[src/rtl/mmio_dispatch.sv]
`default_nettype none
// ============================================================================
// Module   : mmio_dispatch (and package mmio_dispatch_pkg)
// Brief    : Routes one PSL MMIO request at a time to the AFU descriptor or a
//            problem-state region, waits for the target ack (with timeout)
//            and returns exactly one MMIO ack. Optional feature macro:
//            MMIO_PARITY_CHECK_EN (address/write-data parity checking).
// Revision : 1.0 - initial release
// ============================================================================

package mmio_dispatch_pkg;
    typedef struct packed {
        logic        valid;
        logic        cfg;
        logic        read;
        logic [0:23] address;
        logic        address_parity;
        logic [0:63] data;
        logic        data_parity;
    } MMIOInterfaceInput;

    typedef struct packed {
        logic        ack;
        logic [0:63] data;
        logic        data_parity;
    } MMIOInterfaceOutput;
endpackage

module mmio_dispatch
    import mmio_dispatch_pkg::*;
#(
    parameter int NUM_TARGETS  = 4,
    parameter int REGION_SHIFT = 16,
    parameter int TIMEOUT      = 255
) (
    input  logic                      clock,
    input  logic                      reset_n,
    input  MMIOInterfaceInput         mmio_in,
    output MMIOInterfaceOutput        mmio_out,
    output logic [NUM_TARGETS-1:0]    tgt_req,
    output logic                      tgt_read,
    output logic [23:0]               tgt_address,
    output logic [63:0]               tgt_wdata,
    input  logic [NUM_TARGETS-1:0]    tgt_ack,
    input  logic [NUM_TARGETS*64-1:0] tgt_rdata,
    output logic                      busy,
    output logic                      timeout_error,
    output logic                      parity_error
);

    // A single problem-state region still needs a one-bit index field.
    localparam int c_IDX_W = (NUM_TARGETS > 2) ? $clog2(NUM_TARGETS - 1) : 1;
    localparam int c_SEL_W = (NUM_TARGETS > 1) ? $clog2(NUM_TARGETS) : 1;
    localparam int c_CNT_W = $clog2(TIMEOUT + 1);

    localparam logic [c_IDX_W:0]       c_NUM_REGIONS = (c_IDX_W + 1)'(NUM_TARGETS - 1);
    localparam logic [c_CNT_W-1:0]     c_CNT_LAST    = c_CNT_W'(TIMEOUT - 1);
    localparam logic [NUM_TARGETS-1:0] c_REQ_ONE     = NUM_TARGETS'(1);

    typedef enum logic [1:0] {
        S_IDLE    = 2'd0,
        S_ISSUE   = 2'd1,
        S_WAIT    = 2'd2,
        S_RESPOND = 2'd3
    } state_t;

    state_t               r_state;
    state_t               w_state_nxt;
    logic [c_CNT_W-1:0]   r_cnt;
    logic [c_SEL_W-1:0]   r_sel;
    logic                 r_mapped;
    logic [63:0]          r_resp;
    logic                 w_resp_ld;
    logic [63:0]          w_resp_val;
    logic                 w_par_bad;

    logic [23:0]          w_in_addr;
    logic [c_IDX_W-1:0]   w_idx;
    logic                 w_in_mapped;
    logic [c_SEL_W-1:0]   w_in_sel;
    logic                 w_sel_ack;
    logic [63:0]          w_sel_rdata;

    // Numeric view of the big-endian address so region bits count from the LSB.
    assign w_in_addr   = mmio_in.address;
    assign w_idx       = w_in_addr[REGION_SHIFT +: c_IDX_W];
    assign w_in_mapped = mmio_in.cfg || ({1'b0, w_idx} < c_NUM_REGIONS);
    assign w_in_sel    = mmio_in.cfg ? '0 : (c_SEL_W'(w_idx) + c_SEL_W'(1));

    assign w_sel_ack   = tgt_ack[r_sel];
    assign w_sel_rdata = tgt_rdata[r_sel*64 +: 64];

`ifdef MMIO_PARITY_CHECK_EN
    logic r_addr_par;
    logic r_data_par;

    always_ff @(posedge clock) begin
        if (!reset_n) begin
            r_addr_par <= 1'b0;
            r_data_par <= 1'b0;
        end else if (r_state == S_IDLE && mmio_in.valid) begin
            r_addr_par <= mmio_in.address_parity;
            r_data_par <= mmio_in.data_parity;
        end
    end

    assign w_par_bad = (r_addr_par != ~^tgt_address) ||
                       (!tgt_read && (r_data_par != ~^tgt_wdata));
`else
    logic w_unused_parity;
    assign w_unused_parity = mmio_in.address_parity ^ mmio_in.data_parity;
    assign w_par_bad       = 1'b0;
`endif

    always_comb begin
        w_state_nxt   = r_state;
        w_resp_ld     = 1'b0;
        w_resp_val    = '0;
        tgt_req       = '0;
        timeout_error = 1'b0;
        parity_error  = 1'b0;
        case (r_state)
            S_IDLE: begin
                if (mmio_in.valid) w_state_nxt = S_ISSUE;
            end
            S_ISSUE: begin
                if (w_par_bad) begin
                    parity_error = 1'b1;
                    w_resp_ld    = 1'b1;
                    w_resp_val   = '1;
                    w_state_nxt  = S_RESPOND;
                end else if (!r_mapped) begin
                    w_resp_ld   = 1'b1;
                    w_state_nxt = S_RESPOND;
                end else begin
                    tgt_req     = c_REQ_ONE << r_sel;
                    w_state_nxt = S_WAIT;
                end
            end
            S_WAIT: begin
                // A target ack on the final counted cycle beats the timeout.
                if (w_sel_ack) begin
                    w_resp_ld   = 1'b1;
                    w_resp_val  = tgt_read ? w_sel_rdata : 64'd0;
                    w_state_nxt = S_RESPOND;
                end else if (r_cnt == c_CNT_LAST) begin
                    timeout_error = 1'b1;
                    w_resp_ld     = 1'b1;
                    w_resp_val    = '1;
                    w_state_nxt   = S_RESPOND;
                end
            end
            S_RESPOND: w_state_nxt = S_IDLE;
            default:   w_state_nxt = S_IDLE;
        endcase
    end

    always_ff @(posedge clock) begin
        if (!reset_n) begin
            r_state     <= S_IDLE;
            r_cnt       <= '0;
            r_sel       <= '0;
            r_mapped    <= 1'b0;
            r_resp      <= '0;
            tgt_read    <= 1'b0;
            tgt_address <= '0;
            tgt_wdata   <= '0;
        end else begin
            r_state <= w_state_nxt;
            if (r_state == S_IDLE && mmio_in.valid) begin
                tgt_read    <= mmio_in.read;
                tgt_address <= mmio_in.address;
                tgt_wdata   <= mmio_in.data;
                r_sel       <= w_in_sel;
                r_mapped    <= w_in_mapped;
            end
            if (r_state == S_ISSUE)
                r_cnt <= '0;
            else if (r_state == S_WAIT)
                r_cnt <= r_cnt + c_CNT_W'(1);
            if (w_resp_ld)
                r_resp <= w_resp_val;
        end
    end

    logic w_ack;
    assign w_ack = (r_state == S_RESPOND);
    assign busy  = (r_state != S_IDLE);

    always_comb begin
        mmio_out             = '0;
        mmio_out.ack         = w_ack;
        mmio_out.data        = w_ack ? r_resp : 64'd0;
        mmio_out.data_parity = ~^(w_ack ? r_resp : 64'd0);
    end

endmodule
`default_nettype wire

[config.mk]
export PLATFORM = sky130hd
export DESIGN_NAME = mmio_dispatch
export DESIGN_NICKNAME = d
export VERILOG_FILES = /design/src/rtl/mmio_dispatch.sv
export SDC_FILE = /design/constraint.sdc
export NUM_CORES = 1
export LEC_CHECK = 0
export CAP_MARGIN = 20
export CELL_PAD_IN_SITES_DETAIL_PLACEMENT = 1
export CELL_PAD_IN_SITES_GLOBAL_PLACEMENT = 2
export CORE_MARGIN = 2
export CORE_UTILIZATION = 20
export CTS_BUF_LIST = sky130_fd_sc_hd__clkbuf_16
export CTS_CLUSTER_SIZE = 8
export DETAILED_ROUTE_END_ITERATION = 8
export PLACE_DENSITY_LB_ADDON = 0.08
export SLEW_MARGIN = 20
export SYNTH_ARGS = -nofsm -noshare
export SYNTH_HDL_FRONTEND = slang
export SYNTH_SLANG_ARGS = --single-unit
[constraint.sdc]
create_clock -name clock -period 2.2 [get_ports clock]
set_input_delay 0.55 -clock clock [delete_from_list [all_inputs] [get_ports clock]]
set_output_delay 0.55 -clock clock [all_outputs]
set_load 0.05 [all_outputs]
### Yosys cells after proc, flatten, opt, wreduce, memory -nomap -nowiden

Index checks and enable logic that the tools add are counted.
W data, S select, Z words.

* flip-flop bits (word level): 166
* bits of input ports: 355
* output and inout bits: 162
* word-level logic and storage cells: 49

* add/subtract/negate cells: 2
* order comparisons: 2
* equal/unequal tests: 6
* shift operators: 2
* mux-type cells: 21
* bitwise logic cells: 1
* reductions and logical operators: 7

Operators by type and width (number)
* $mux W64: 5
* $shiftx A256 B9 Y64: 1
* $reduce_xnor A64 Y1: 1
* $add A8 B1 Y8 const B: 1
* $eq A8 B8 Y1 const B: 1
* $mux W2: 4
* $mux W4: 2
* $pmux W2 S4: 1
* $mux W1: 7
* $eq A2 B2 Y1 const B: 2
* $shl A1 B2 Y4 const A: 1
* $lt A2 B3 Y1 const B: 1
* $ne A3 B3 Y1 const B: 1
* $add A2 B1 Y2 const B: 1
* $bmux W1 S2: 1
* $eq A2 B1 Y1 const B: 1
* $logic_not A2 Y1: 1
* $lt A2 B2 Y1 const B: 1
* $ne A2 B2 Y1 const B: 1
* $pmux W1 S2: 1
* $reduce_and A2 Y1: 1
* $reduce_bool A2 Y1: 1
* $reduce_or A2 Y1: 1
* $logic_and A1 B1 Y1: 1
* 2 further kinds: 2

### Longest topological paths before layout

Gate-level depths: netlist of the first run.

* word-level depth: 4
* mapped depth: 11
* depth with buffers taken out: 9

### Worst setup path after synthesis of the first run

OpenSTA, ideal clock, no wires.

* path kind: in2out
* start: in tgt_ack[3]
* end: out timeout_error
* data arrival time: 2.802 ns
* required time: 1.650 ns
* setup slack: -1.152 ns
* stages: 3
* path buffers: 1
* cells stage by stage: mux4_2 > clkbuf_1 > nor4_1

* word-level cells in the longest chain between the ends: 4

Ends and longest elaborated chain
* start: declaration: line 44 `input logic [NUM_TARGETS-1:0] tgt_ack,`
* $bmux W1 S2: line 90 `assign w_sel_ack = tgt_ack[r_sel];`
* $mux W1 (implied by the code): line 90
* $mux W1: line 142 `if (w_sel_ack) begin`
* $mux W1: line 122 `case (r_state)`
* end: declaration: line 47 `output logic timeout_error,`

No other way between the ends. The select of a mux whose other input is x is not followed.

==> results.sh, run 1 <==
export IMPL_synth_top_family_by_area="compound AO/OA/AOI/OAI gates"
export IMPL_p_sw_share_pct=40.6
export IMPL_drc=0
export IMPL_synth_edf_count=0
export IMPL_fin_skew_ps=8.93
export IMPL_io_pin_count=517
export IMPL_die_w_um=214
export IMPL_power_frac_seq_pct=27.3
export IMPL_pwr_share_clk_pct=22.2
export IMPL_yosysSeqAreaShare_pct=37.7
export IMPL_drv_cap=0
export IMPL_cp_start_kind="flop"
export IMPL_ys_seq_elements=166
export IMPL_power_leakage_nw=6.84
export IMPL_gp_congestion=0.819
export IMPL_wire_per_inst_um=20.2
export IMPL_synth_simple_area_share_pct=17.2
export IMPL_vias=9907
export IMPL_fmax_ghz=0.352
export IMPL_clockBufferDepth=2
export IMPL_power_internal_mw=8.11
export IMPL_path_buf_inv=1
export IMPL_synth_cells=1054
export IMPL_fin_setup_tns_ps=-828
export IMPL_start_util_pct=20.4
export IMPL_maxSlewViolCount=0
export IMPL_final_setup_viol_count=2
export IMPL_hold_class="flop to flop"
export IMPL_crit_arrival_ps=2290
export IMPL_drive_above_1_share_pct=21.5
export IMPL_worstPathRequired_ps=1650
export IMPL_crit_family="XOR/XNOR gates"
export IMPL_clk_pin_slew_worst_paths_ps=70
export IMPL_whs_ps=453
export IMPL_worst_path_stages=8
export IMPL_coreArea_um2=43300
export IMPL_hold_depth=2
export IMPL_finalHoldViolations=0
export IMPL_dieArea_um2=45800
export IMPL_holdPathEnd="tgt_address[1]"
export IMPL_fin_crit_ps=2840
export IMPL_comb_power_share_pct=50.5
export IMPL_postLayoutCoreUtil_pct=40.4
export IMPL_viasPerCell=4.48
export IMPL_violations="negative setup slack"
export IMPL_power_density_nw_per_um2=780
export IMPL_dp_hpwl_mm=32.5
export IMPL_rrSetupSlack_ps=120
export IMPL_max_slew_margin_pct=61.8
export IMPL_routed_wl_mm=44.6
export IMPL_rsz0062_at_grt="true"
export IMPL_antenna_found_initial=2
export IMPL_yosysWarnings=0
export IMPL_power_mw=13.6
export IMPL_die_h_um=214
export IMPL_synth_adder_area_share_pct=1.13
export IMPL_synth_compound_area_share_pct=17.6
export IMPL_synth_area_um2=8820
export IMPL_grt_max_degree=65
export IMPL_nFillCells=4862
export IMPL_cp_slowest_stage_delay_ps=340
export IMPL_multi_input_area_um2=5490
export IMPL_ant_nets=0
export IMPL_cts_root_buf="clkbuf_16"
export IMPL_max_vdd_ir_drop_v=0.000486
export IMPL_fin_crit_sh_pct=129
export IMPL_io_buffers=513
export IMPL_worst_slack_ps=-645
export IMPL_synth_flop_cell="dfxtp_1"
export IMPL_ys_async_sr_fraction_pct=0
export IMPL_rr_startpoint="r_sel[0]"
export IMPL_status="finished with violations"
export IMPL_clock_sinks=166
export IMPL_yosys_top_cells_area="dfxtp_1 (38%), mux2i_1 (15%), nand2_1 (7.9%)"
export IMPL_synth_top_area_share_pct=37.7
export IMPL_crit_chain="xor2_2, xnor2_2, xnor2_2, xnor2_2, xnor2_1, xnor2_1, nand2_1, buf_12"
export IMPL_slowest_stage="dfxtp_1"
export IMPL_clk_insertion_delay_late_ps=440
export IMPL_netSwitchingPower_mw=5.54
export IMPL_path_common_cell="xnor2_2"
export IMPL_drt_iter0_markers=296
export IMPL_synth_distinct_cells=33
export IMPL_yosysMostFrequentCell="nand2_1"
export IMPL_netlist_top_cells_count="nand2_1 (186), dfxtp_1 (166), mux2i_1 (129), a21oi_1 (94), nor2_1 (79)"
export IMPL_final_nets=1976
export IMPL_reg2reg_to="r_resp[45]"
export IMPL_critPathCaptureType="output port"
export IMPL_cts_tree="built"
export IMPL_synth_nets=1417
export IMPL_worstPathMaxFanout=2
export IMPL_grt_overflow_total=0
export IMPL_regArea_um2=3340
export IMPL_numCtsBuffers=17
export IMPL_grtUsageTotal_pct=19.1
export IMPL_grt_pass1_vias=10700
export IMPL_num_rows=76
export IMPL_synthXorXnorAreaFrac_pct=6.75
export IMPL_grt_pass1_wl_mm=67.3
export IMPL_cts_max_level=4
export IMPL_synthMuxAreaShare_pct=14.9
export IMPL_hold_start="tgt_address[1]"
export IMPL_area_delta_synth_final_pct=98.2
export IMPL_synth_area_leader_cell="dfxtp_1"
export IMPL_first_pass_iters=4
export IMPL_critPathKind="flop to output port"
export IMPL_r2r_worst_path_cells=8
export IMPL_worstMarginPinSlew_ps=575
export IMPL_syn_area_per_cell_um2=8.37
==> through the flow <==
step,std cells,cell area (µm²),worst slack [ps]
finish,2212,17500,-645
global route,2211,17500,-864
CTS,2205,17200,-735
detailed placement,2156,16100,-425
global placement,2156,16100,-402
floorplan,1054,8860,-285
==> tightest hold or removal path, cell delays in order, from the launching register on <==
cell and delay, ps:
dfxtp_1 310, nand2_1 50, a21oi_1 50
==> how the worst max path moves through the flow <==
stage | to | slack (ps) | startpoint
CTS | mmio_out[0] | -740 | r_resp[20]
global placement | timeout_error | -400 | tgt_ack[3]
global route | mmio_out[0] | -860 | r_resp[10]
finish | mmio_out[0] | -640 | r_resp[40]
floorplan | timeout_error | -290 | tgt_ack[3]
detailed placement | timeout_error | -430 | tgt_ack[3]
==> layer usage <==
layer  track usage [%]  vias up  part of all wire [%]
li1                  -     4795                     -
met1              21.9     4768                    40
met2              33.9      306                    51
met3              6.70       34                   7.8
met4              4.73        4                   1.5
met5                 0        -                 0.061
==> kinds of logic after synthesis <==
| family | after synthesis |
|---|---|
| AOI/OAI and AO/OA | 228 |
| xor gates and xnor gates | 68 |
| adders and majority gates | 8 |
| buffers and inverters | 103 |
| DFF | 166 |
| muxes | 130 |
| other | 1 |
| and+or+nand+nor | 350 |
==> sequential cells by signal (all words and copies together), names as in the netlist <==
signal and cells:
r_cnt 8, tgt_address 24, r_sel 2, tgt_read 1
tgt_wdata 64, r_state 2, r_resp 64, r_mapped 1
==> repair_timing <==
item / in CTS / in global routing
hold buffers: 0 / 0
resized for setup: 110 / 57
setup buffers: 10 / 4
endpoints found under the setup margin: 84 / 107
cloned: 7 / 3
pin swaps: 28 / 22
==> power groups by stage <==
stage / logic, mW / registers (mW) / clock network (mW)
floorplan: 2.51 / 4.80 / 0
global placement: 6.42 / 3.74 / 0
detailed placement: 6.47 / 3.76 / 0
CTS: 6.92 / 3.73 / 3.16
global route: 7.44 / 3.78 / 3.29
finish: 6.89 / 3.72 / 3.03
==> layout make-up <==
class                           instances  share of cell area, %
Timing Repair Buffer                  636                   41.8
Multi-Input combinational cell        785                   31.4
Clock buffer                           17                   2.43
Antenna cell                            1                 0.0143
Inverter                                7                  0.193
Tap cell                              585                   4.18
Sequential cell                       166                   19.1
Clock inverter                         15                  0.858
==> placed cells by master (no fill, tap or decap), types with 18 or more instances in the layout <==
| master | instances |
|---|---|
| dfxtp_1 | 156 |
| dlygate4sd2_1 | 18 |
| and2_4 | 64 |
| dlymetal6s2s_1 | 28 |
| buf_4 | 98 |
| buf_12 | 95 |
| nor2_1 | 77 |
| clkdlybuf4s50_1 | 382 |
| mux2i_1 | 129 |
| xnor2_1 | 45 |
| a21oi_1 | 94 |
| clkbuf_16 | 20 |
| o221ai_1 | 64 |
| a22oi_1 | 59 |
| nand2_1 | 183 |
Power figures use the tool's default switching activity.
==> inputs of run 2 (changes only) <==
Settings changed: GPL_ROUTABILITY_DRIVEN set to 0, PLACE_DENSITY_LB_ADDON 0.08 to 0.1.
==> run 2 against run 1 <==
  * The run still ends with negative setup slack left
  * Utilization increased by 0.34 points
  * Via count decreased by 0.23%
  * Non-clock buffer count increased by 9
  * Final cell count increased by 0.36%
  * Critical path depth unchanged
  * Sequential cell count unchanged
  * Clock skew increased by 2.9 ps
  * Largest power group unchanged
  * Register-to-register slack got worse by 30 ps
  * Die area unchanged
  * Clock power about the same
  * Count of clock-buffer cells in the layout unchanged
  * Critical path type unchanged
  * Critical endpoint unchanged
  * Maximum frequency increased by 2.4%
==> results.sh, run 2 (synthesis gave the netlist of run 1 again) <==
export IMPL_status="finished with violations"
export IMPL_violations="negative setup slack"
export IMPL_clk_insertion_delay_late_ps=450
export IMPL_rsz0062_at_grt="true"
export IMPL_final_common_cell="clkdlybuf4s50_1"
export IMPL_final_nets=1985
export IMPL_clock_sinks=166
export IMPL_reg2reg_to="r_resp[57]"
export IMPL_r2r_worst_path_cells=9
export IMPL_reg_largest_list="r_resp (64), tgt_wdata (64), tgt_address (24)"
export IMPL_num_rows=76
export IMPL_max_vdd_ir_drop_v=0.000576
export IMPL_hold_depth=2
export IMPL_cts_max_level=4
export IMPL_power_density_nw_per_um2=781
export IMPL_clockBufferDepth=2
export IMPL_first_pass_iters=4
export IMPL_vias=9884
export IMPL_drc=0
export IMPL_critPathCaptureType="output port"
export IMPL_maxSlewViolCount=0
export IMPL_clk_pin_slew_worst_paths_ps=70
export IMPL_io_pin_count=517
export IMPL_cts_root_buf="clkbuf_16"
export IMPL_worstPathRequired_ps=1650
export IMPL_critPathKind="flop to output port"
export IMPL_drive_above_1_share_pct=22.6
export IMPL_worstMarginPinSlew_ps=547
export IMPL_grt_pass1_vias=10500
export IMPL_fin_crit_ps=2780
export IMPL_fin_setup_tns_ps=-849
export IMPL_drv_cap=0
export IMPL_antenna_cells=0
export IMPL_grt_pass1_wl_mm=65.7
export IMPL_die_h_um=214
export IMPL_fmax_ghz=0.360
export IMPL_cts_tree="built"
export IMPL_grt_max_degree=42
export IMPL_grtUsageTotal_pct=18.7
export IMPL_max_slew_margin_pct=63.5
export IMPL_ant_nets=0
export IMPL_final_cell_mix="clkdlybuf4s50_1 (358), nand2_1 (182), dfxtp_1 (149)"
export IMPL_wire_per_inst_um=20.3
export IMPL_coreArea_um2=43300
export IMPL_drt_iter0_markers=327
export IMPL_holdPathEnd="tgt_wdata[12]"
export IMPL_grt_overflow_total=0
export IMPL_dieArea_um2=45800
export IMPL_routed_wl_mm=45.0
export IMPL_fin_skew_ps=11.9
export IMPL_postLayoutCoreUtil_pct=40.8
export IMPL_final_setup_viol_count=9
export IMPL_dp_hpwl_mm=32.6
export IMPL_start_util_pct=20.4
export IMPL_rr_startpoint="r_sel[0]"
export IMPL_area_delta_synth_final_pct=99.9
export IMPL_numCtsBuffers=17
export IMPL_die_w_um=214
export IMPL_fin_crit_sh_pct=126
export IMPL_viasPerCell=4.45
export IMPL_finalHoldViolations=0
export IMPL_power_mw=13.8
export IMPL_rrSetupSlack_ps=90
export IMPL_hold_class="flop to flop"
export IMPL_worst_slack_ps=-578
export IMPL_hold_start="tgt_wdata[12]"
export IMPL_worstPathMaxFanout=2
export IMPL_io_buffers=513
export IMPL_power_leakage_nw=7.11
export IMPL_antenna_found_initial=2
export IMPL_crit_arrival_ps=2230
export IMPL_cp_start_kind="flop"
==> run 2: layout make-up <==
type	instances	area, µm²
fill	4838	25600
clock buffer	17	425
sequential	166	3350
timing repair buffer	645	7370
clock inverter	15	154
multi-input combinational	785	5580
inverter	7	31.3
tap	585	732
==> run 2: repair_timing <==
item,CTS,global route
setup buffers,4,7
hold buffers,0,0
setup endpoints to repair,102,150
gates cloned,4,8
resized for setup,113,83
pin swaps,35,51
==> run 2: layer usage <==
metal  vias to the layer above  share of wire (%)  GRT usage (%)
met5                         -              0.060              0
met4                         4                1.9           4.69
met3                        41                7.5           6.37
met2                       303                 50           33.0
met1                      4727                 40           21.6
li1                       4809                  -              -
==> run 2: report_power, final <==
group / internal, mW / switching [mW]
Clock: 1.68 / 1.38
Sequential: 3.45 / 0.275
Combinational: 3.05 / 3.95
==> run 2: worst max-delay path, cell delays in order (launching register included) <==
cell,delay [ps]
dfxtp_2,340
xor2_2,180
xnor2_2,210
xnor2_2,130
xnor2_2,290
xnor2_2,160
xnor2_1,150
nand2_2,130
buf_12,170
==> run 2: how the worst max path moves through the flow <==
stage / start / endpoint / slack (ps)
floorplan: tgt_ack[3] / timeout_error / -290
global route: r_resp[63] / mmio_out[0] / -700
finish: r_resp[41] / mmio_out[0] / -580
CTS: r_resp[48] / mmio_out[0] / -630
global placement: tgt_ack[3] / timeout_error / -390
detailed placement: tgt_ack[2] / r_resp[27] / -390
==> run 2: metrics by stage <==
stage                     instance area (µm²)  std cells  setup slack (ps)  hold slack (ps)
final                                   17600       2220              -578              453
after global placement                  16100       2166              -390              441
after global routing                    17600       2220              -703              472
after detailed placement                16100       2166              -388              448
after floorplan                          8860       1054              -285              458
after CTS                               17000       2206              -633              457
==> variant (config.mk and constraints of run 2) <==
The 4 states of `state_t` get a one-hot encoding in 4 bits.
--- a/src/rtl/mmio_dispatch.sv
+++ b/src/rtl/mmio_dispatch.sv
@@ -57,11 +57,11 @@
     localparam logic [c_CNT_W-1:0]     c_CNT_LAST    = c_CNT_W'(TIMEOUT - 1);
     localparam logic [NUM_TARGETS-1:0] c_REQ_ONE     = NUM_TARGETS'(1);
 
-    typedef enum logic [1:0] {
-        S_IDLE    = 2'd0,
-        S_ISSUE   = 2'd1,
-        S_WAIT    = 2'd2,
-        S_RESPOND = 2'd3
+    typedef enum logic [3:0] {
+        S_IDLE    = 4'b0001,
+        S_ISSUE   = 4'b0010,
+        S_WAIT    = 4'b0100,
+        S_RESPOND = 4'b1000
     } state_t;
 
     state_t               r_state;
Function: no difference found for any inputs over 4 cycles, from zero or initial values and one cycle with reset_n low; so few cycles prove little.
==> variant against run 2 <==
  * Highest routed layer unchanged
  * Design area increased by 2.3%
  * Fmax increased by 1.2%
  * Critical path type unchanged
  * Die area increased by 4.5%
  * Global-route usage decreased by 0.96 points
  * Count of clock-buffer cells in the layout unchanged
  * Routed wire length decreased by 3.5%
  * Worst hold slack got worse by 0.0032 ns
  * The flow still finishes with violations (negative setup slack)
  * Setup slack improved by 0.033 ns
  * Sequential cell count increased by 2
  * Synthesized area increased by 4.6%
Power is not compared: it rests on default switching activity, and its combinational part moved more than twofold at a synthesized area within 25%.
==> variant: results <==
{
  "dp_slack_ns": -0.278,
  "yosys.area_share.xor_xnor_pct": 6.45,
  "leakagePower_nw": 6.96,
  "grtUsageTotal_pct": 17.8,
  "slew_headroom_pct": 61.7,
  "syn-instance-count": 988,
  "ys_warn_count": 0,
  "clk_pin_slew_ns": 0.07,
  "grt_max_degree": 49,
  "holdWs_ns": 0.450,
  "antenna_found_initial": 1,
  "post_cts_buffers": 23,
  "min_to": "tgt_wdata[8]",
  "place_area_sq_um": 16500,
  "clockRootBuffer": "clkbuf_16",
  "grt_pass1_vias": 10400,
  "arrival_ns": 2.19,
  "clock_skew_ns": 0.00851,
  "synth_adder_area_share_pct": 0.407,
  "clockBufferDepth": 2,
  "status": "finished, violations left",
  "max_stage_delay_ns": 0.34,
  "syn_nets": 1346,
  "synth_mux_area_share_pct": 15.9,
  "r2r-start": "r_state[0]",
  "r2r_setup_slack_ns": 0.11,
  "p_sw_share_pct": 31.3,
  "reg2reg_depth": 9,
  "setup_violations": 69,
  "violations": "negative setup slack",
  "hpwl_mm": 32.3,
  "post_drt_wl_per_cell_um": 20.1,
  "ctsResizeCount": 160,
  "num-nets-final": 1909,
  "dr.pass1.iters": 6,
  "fin_ws_ns": -0.545,
  "whs_path_depth": 2,
  "yosysSeqAreaShare_pct": 36.4,
  "r2r-end": "r_resp[45]",
  "n_fill_cell": 5041,
  "via_per_inst": 4.44,
  "hold_path.class": "reg2reg",
  "synth_compound_area_share_pct": 21.0,
  "synth.distinct_cells": 37,
  "fin_setup_tns_ns": -12.38,
  "hp-start": "tgt_wdata[8]",
  "portBuffers": 513,
  "drive_above_1_share_pct": 32.8,
  "synthTopCellsByCount": "a21oi_1, nand2_1, dfxtp_1, and2_1, mux4_2",
  "cp_max_fo": 2,
  "crit_family": "XOR/XNOR gates",
  "wl_mm": 43.4,
  "htree_levels": 4,
  "synthTopCellsByArea": "dfxtp_1, mux4_2, a21oi_1",
  "cpMaxStageDelayCell": "dfxtp_2",
  "synthArstFlopShare_pct": 0,
  "placed_cells": 2105,
  "drt_iter0_drc": 277,
  "grt_pass1_wl_mm": 64.1,
  "largestRegisters": "r_resp x64, tgt_wdata x64, tgt_address x24"
}
==> variant: metal layers <==
metal | share of wire, % | vias to the layer above | global-route usage, %
li1 | - | 4617 | -
met3 | 7.8 | 32 | 5.96
met1 | 40 | 4676 | 21.0
met4 | 1.3 | 2 | 4.62
met5 | 0.025 | - | 0
met2 | 51 | 287 | 30.7
==> variant: worst max path at each step <==
stage | from | endpoint | slack, ns | depth (start not counted)
2_1_floorplan | r_sel[1] | tgt_req[2] | -0.02 | 4
3_3_place_gp | r_resp[21] | mmio_out[0] | -0.26 | 9
3_5_place_dp | r_resp[21] | mmio_out[0] | -0.28 | 9
4_1_cts | r_resp[23] | mmio_out[0] | -0.64 | 8
5_1_grt | r_resp[59] | mmio_out[0] | -0.66 | 8
6_report | r_resp[22] | mmio_out[0] | -0.54 | 8
==> variant: layout make-up <==
class | instances | area (sq um) | share of cell area (%)
Timing Repair Buffer | 642 | 7320 | 40.6
Antenna cell | 1 | 2.50 | 0.0139
Tap cell | 600 | 751 | 4.16
Clock buffer | 17 | 425 | 2.36
Multi-Input combinational cell | 716 | 5960 | 33.0
Sequential cell | 168 | 3410 | 18.9
Clock inverter | 15 | 150 | 0.832
Inverter | 6 | 27.5 | 0.153
==> variant: power by group through the flow <==
stage | sequential [W] | combinational, W | clock (W)
2_1_floorplan | 0.00373 | 0.000747 | 0
3_3_place_gp | 0.00333 | 0.00238 | 0
3_5_place_dp | 0.00333 | 0.00239 | 0
4_1_cts | 0.00326 | 0.00241 | 0.00324
5_1_grt | 0.00328 | 0.00255 | 0.00334
6_report | 0.00326 | 0.00237 | 0.00311
==> variant: cell families after synthesis <==
group,after synthesis
flops,168
other cells,1
simple gates,284
fa+ha+maj,3
mux,66
buf+inv,104
xor+xnor,68
compound gates,294
